## src/rtl/regfile_pkg.sv

```systemverilog
// Shared register-file constants and types used by the register file and its writeback scheduler.
package regfile_pkg;

    localparam int unsigned XLEN       = 32;
    localparam int unsigned REG_ADDR_W = 5;
    localparam int unsigned NUM_REGS   = 32;

    typedef logic [REG_ADDR_W-1:0] reg_addr_t;
    typedef logic [XLEN-1:0]       xlen_t;
    typedef logic [NUM_REGS-1:0]   reg_mask_t;

    localparam reg_addr_t REG_ZERO = 5'd0;

endpackage

```

## src/rtl/regfile_wb_scheduler_arbiter.sv

```systemverilog
// Combinational round-robin arbiter: first requester at or above ptr wins, wrapping to the bottom.
module rr_arbiter #(
    parameter int unsigned NUM_REQ = 2,
    parameter int unsigned PTR_W   = (NUM_REQ > 1) ? $clog2(NUM_REQ) : 1
) (
    input  logic [NUM_REQ-1:0] i_req,
    input  logic [PTR_W-1:0]   i_ptr,
    output logic [NUM_REQ-1:0] o_grant,
    output logic [PTR_W-1:0]   o_idx,
    output logic               o_any
);

    // Two passes replace the modulo walk: indices >= ptr first, then the wrapped ones below ptr.
    always_comb begin
        o_grant = '0;
        o_idx   = '0;
        o_any   = 1'b0;
        for (int unsigned i = 0; i < NUM_REQ; i++) begin
            if (!o_any && i_req[i] && (PTR_W'(i) >= i_ptr)) begin
                o_grant[i] = 1'b1;
                o_idx      = PTR_W'(i);
                o_any      = 1'b1;
            end
        end
        for (int unsigned i = 0; i < NUM_REQ; i++) begin
            if (!o_any && i_req[i] && (PTR_W'(i) < i_ptr)) begin
                o_grant[i] = 1'b1;
                o_idx      = PTR_W'(i);
                o_any      = 1'b1;
            end
        end
    end

endmodule

```

## src/rtl/regfile_wb_scheduler.sv

```systemverilog
// Round-robin scheduler for the single register-file write port, with a pending-write
// scoreboard that drives the decode-stage read-after-write stall.
module regfile_wb_scheduler #(
    parameter int unsigned NUM_REQ    = 2,
    parameter int unsigned XLEN       = regfile_pkg::XLEN,
    parameter int unsigned REG_ADDR_W = regfile_pkg::REG_ADDR_W
) (
    input  logic                            clk,
    input  logic                            reset,
    input  logic [NUM_REQ-1:0]              req_valid,
    output logic [NUM_REQ-1:0]              req_ready,
    input  logic [NUM_REQ*REG_ADDR_W-1:0]   req_rd,
    input  logic [NUM_REQ*XLEN-1:0]         req_data,
    output logic                            RegWrite,
    output logic [REG_ADDR_W-1:0]           writeReg,
    output logic [XLEN-1:0]                 writeData,
    input  logic                            issue_valid,
    input  logic [REG_ADDR_W-1:0]           issue_rd,
    input  logic [REG_ADDR_W-1:0]           readReg1,
    input  logic [REG_ADDR_W-1:0]           readReg2,
    output logic                            raw_stall,
    output logic [regfile_pkg::NUM_REGS-1:0] busy_mask
);

    import regfile_pkg::*;

    localparam int unsigned PTR_W = $clog2(NUM_REQ);
    localparam logic [REG_ADDR_W-1:0] ZERO_RD = REG_ADDR_W'(REG_ZERO);

    logic [PTR_W-1:0]          r_rr_ptr;
    logic                      r_reg_write;
    logic [REG_ADDR_W-1:0]     r_write_reg;
    logic [XLEN-1:0]           r_write_data;
    logic [NUM_REGS-1:0]       r_busy;

    logic [NUM_REQ-1:0]        w_grant;
    logic [PTR_W-1:0]          w_grant_idx;
    logic                      w_grant_any;
    logic                      w_xfer;
    logic [REG_ADDR_W-1:0]     w_sel_rd;
    logic [XLEN-1:0]           w_sel_data;
    logic [NUM_REGS-1:0]       w_busy_next;

    rr_arbiter #(
        .NUM_REQ (NUM_REQ),
        .PTR_W   (PTR_W)
    ) u_arb (
        .i_req   (req_valid),
        .i_ptr   (r_rr_ptr),
        .o_grant (w_grant),
        .o_idx   (w_grant_idx),
        .o_any   (w_grant_any)
    );

    assign req_ready = reset ? '0 : w_grant;
    assign w_xfer    = !reset && w_grant_any;

    always_comb begin
        w_sel_rd   = '0;
        w_sel_data = '0;
        for (int unsigned i = 0; i < NUM_REQ; i++) begin
            if (w_grant[i]) begin
                w_sel_rd   = req_rd[i*REG_ADDR_W +: REG_ADDR_W];
                w_sel_data = req_data[i*XLEN +: XLEN];
            end
        end
    end

    // Clear before set so a same-register issue in the commit cycle keeps the bit.
    always_comb begin
        w_busy_next = r_busy;
        if (r_reg_write) begin
            w_busy_next[r_write_reg] = 1'b0;
        end
        if (issue_valid && (issue_rd != ZERO_RD)) begin
            w_busy_next[issue_rd] = 1'b1;
        end
        w_busy_next[0] = 1'b0;
    end

    always_ff @(posedge clk) begin
        if (reset) begin
            r_rr_ptr     <= '0;
            r_reg_write  <= 1'b0;
            r_write_reg  <= '0;
            r_write_data <= '0;
            r_busy       <= '0;
        end else begin
            r_busy <= w_busy_next;
            if (w_xfer) begin
                r_reg_write  <= (w_sel_rd != ZERO_RD);
                r_write_reg  <= w_sel_rd;
                r_write_data <= w_sel_data;
                r_rr_ptr     <= (w_grant_idx == PTR_W'(NUM_REQ-1)) ? '0 : w_grant_idx + 1'b1;
            end else begin
                r_reg_write  <= 1'b0;
            end
        end
    end

    assign RegWrite  = r_reg_write;
    assign writeReg  = r_write_reg;
    assign writeData = r_write_data;
    assign busy_mask = r_busy;
    assign raw_stall = r_busy[readReg1] | r_busy[readReg2];

endmodule
```

## config.mk

```make
export PLATFORM = sky130hd
export DESIGN_NAME = regfile_wb_scheduler
export DESIGN_NICKNAME = d
export VERILOG_FILES = /design/src/rtl/regfile_pkg.sv /design/src/rtl/regfile_wb_scheduler_arbiter.sv /design/src/rtl/regfile_wb_scheduler.sv
export SDC_FILE = /design/constraint.sdc
export NUM_CORES = 1
export LEC_CHECK = 0
export CORE_UTILIZATION = 41
export CTS_CLUSTER_DIAMETER = 40
export CTS_CLUSTER_SIZE = 20
export DETAILED_ROUTE_END_ITERATION = 16
export PLACE_DENSITY = 0.81
export SLEW_MARGIN = 20
export SYNTH_ARGS = -nofsm -noshare
export SYNTH_HDL_FRONTEND = slang
export SYNTH_SLANG_ARGS = --single-unit
```

## constraint.sdc

```tcl
create_clock -name clk -period 2 [get_ports clk]
set_clock_uncertainty 0.2 [all_clocks]
set_input_delay 0.2 -clock clk [delete_from_list [all_inputs] [get_ports clk]]
set_output_delay 0.2 -clock clk [all_outputs]
set_load 0.01 [all_outputs]
```

==> summary.txt <==
DR pass1 iterations: 6
Die Y: 92.7 um
final hold vios: 0
top cell type's share of synthesized area: 41.5%
Final setup viols: 1
xor/xnor share of the synthesized area: 0%
Netlist cell types: 41
GR Util All Layers: 28.0%
mux contribution to synthesized area: 11.4%
antenna violations before repair: 0
drt initial violations: 235
PD cells: 571 nW/um^2
TritonCTS Sinks: 70
R2R depth: 3
Post-synth EDFFs: 0
DRC: 0
CTS tree: yes
drt total wl: 11.9 mm
status: finished with violations
FFs w/ async S/R, synth: 0%
clock root buffer: clkbuf_8
placed cell count: 683
Worst Path Required: 1.60 ns
share of layout cells above drive strength 1: 16.2%
I/O Buffers: 165
vias in the first global route: 3962
largest family of logic cells by synthesized area: compound AO/OA/AOI/OAI gates
total power: 0.00323 W
dominant cells by area after synthesis: dfxtp_1 (42%), o21ai_0 (9.5%), nand2_1 (8.0%), a22oi_1 (7.8%), mux4_2 (6.0%)
Crit. End Element: output port
CTS buffer count: 9
Synth Area in Adders: 0%
CP Launch Type: primary input
core box area: 7850 um^2
Setup CP Type: primary input to output port
I/O pins: 167
H-tree Lvls: 3
Rows: 32
Clock transition at path regs: 0.08 ns
Synth warnings: 0
hold depth: 2
setup TNS: -0.272 ns
maximum clock insertion buffer count: 2
synthesized area: 3370 um^2
flops & latches, synth: 70
failing checks: negative setup slack
Synth area leader: dfxtp_1
final core occ: 72.1%
leakage power: 2.14 nW
clock latency on the worst-skew pair: 0.33 ns
Cells after Synth: 393
Starting Density: 43.0%
hold_buf cts: 0
Worst Tran Pin Value: 0.592 ns
Avg Cell Area, Syn: 8.59 um^2
Max Slew Vio Count: 0
largest net degree at the start of global routing: 32
Fmax: 440 MHz
Final period util: 114%
Synth Flop Type: dfxtp_1
gr ovfl total: 0
first-pass GRT wire length: 18.8 mm
min Tclk post-route: 2.27 ns
register area: 1410 um^2
most frequent cell after synthesis: nand2_1
CP Max Fanout: 2
Syn Nets: 487
area occupied by multi-input gates: 1820 um^2
Vias/cell: 5.67
worst vdd ir: 0.354 mV
chip width: 92.7 um
Routed Antenna Nets: 0
crit path DAT: 1.87 ns
unrepaired setup endpoints after global routing: true
nets: 688
Hold WS: 0.0485 ns
synth cell count leaders: nand2_1 (72), dfxtp_1 (70), o21ai_0 (64)
Max Cap Viol: 0
Vias: 3972
routability congestion estimate: 0.899
Post-Layout Cell Count: 700
Avg WL per Cell: 17.0 um
fillcell total: 592
slew margin rel.: 60.4%
Hold Crit Class: primary input to register
dpl hpwl: 9.36 mm
die area: 8600 um^2
Synth Area in Compound Gates: 24.6%
fin worst setup slack: -0.272 ns
Synth Area in Simple Gates: 17.7%
register area share after synthesis: 41.5%
antenna cells: 0
Area Growth Syn to Fin: 67.7%
sequential cells by signal, indices dropped and copies added, names as in the netlist:
signal,flops
busy_mask,31
r_rr_ptr,1
RegWrite,1
writeReg,5
writeData,32
what timing repair did:
action,CTS,global route
setup endpoints to repair,2,3
resized for setup,18,8
gates cloned,0,0
setup buffers,2,0
pin swaps,5,4
placed cells by master, fill, tap and decap left out, types with 3 or more instances in the layout:
master / synthesis / layout
a21oi_1: 37 / 37
a22oi_1: 35 / 35
and3_1: 3 / 3
and3b_1: 4 / 4
buf_12: 0 / 3
buf_4: 1 / 50
buf_6: 0 / 3
clkbuf_8: 1 / 11
clkdlybuf4s50_1: 0 / 156
dfxtp_1: 70 / 65
dfxtp_2: 0 / 5
dlygate4sd2_1: 0 / 5
dlymetal6s2s_1: 0 / 3
mux2i_1: 3 / 3
mux4_2: 9 / 11
nand2_1: 72 / 72
nand3_1: 4 / 4
nand3b_1: 8 / 8
nor2_1: 15 / 15
nor3_1: 4 / 3
nor3b_1: 5 / 5
o21ai_0: 64 / 63
critical path, cell delays in order:
cell and delay [ns]:
clkdlybuf4s50_1 0.54, mux4_4 0.65, o21ai_0 0.22, o2111ai_2 0.11, buf_2 0.16
where the power goes:
group          internal (W)  switching [W]
sequential          0.00146      0.0000511
combinational      0.000410       0.000288
clock              0.000510       0.000513
per-stage QoR:
step | setup slack (ns) | area, um^2
floorplan | 0.174 | 3370
global placement | -0.821 | 5450
detailed placement | -0.865 | 5450
CTS | -0.253 | 5640
global route | -0.361 | 5660
finish | -0.272 | 5660
final cells by class:
| class | count | share of cell area, % |
|---|---|---|
| multi-input cells | 290 | 32.2 |
| inverters | 2 | 0.133 |
| well taps | 102 | 2.26 |
| repair buffers | 221 | 37.4 |
| clock buffers | 12 | 2.74 |
| clock inverters | 3 | 0.354 |
| flip-flops and latches | 70 | 24.9 |
metal layers:
layer  wire (um)  GRT usage (%)
met2        6170           51.8
met4         325           12.4
met5           0              0
met1        4260           28.8
met3        1140           8.70
worst paths after layout:
path	start	to	slack (ns)
setup / recovery	readReg2[3]	raw_stall	-0.27
hold / removal	reset	r_rr_ptr	0.05
setup reg to reg	RegWrite	busy_mask[16]	0.34
hold reg to reg	writeData[8]	writeData[8]	0.26
cell families (layout without fill, tap and decap cells):
family / Yosys count / after routing
AO/OA/AOI/OAI: 144 / 144
buffers and inverters: 33 / 238
AND/OR/NAND/NOR: 126 / 126
other: 1 / 1
flip-flops: 70 / 70
multiplexers: 19 / 19
Note: power is estimated with default switching activity, not from simulation.
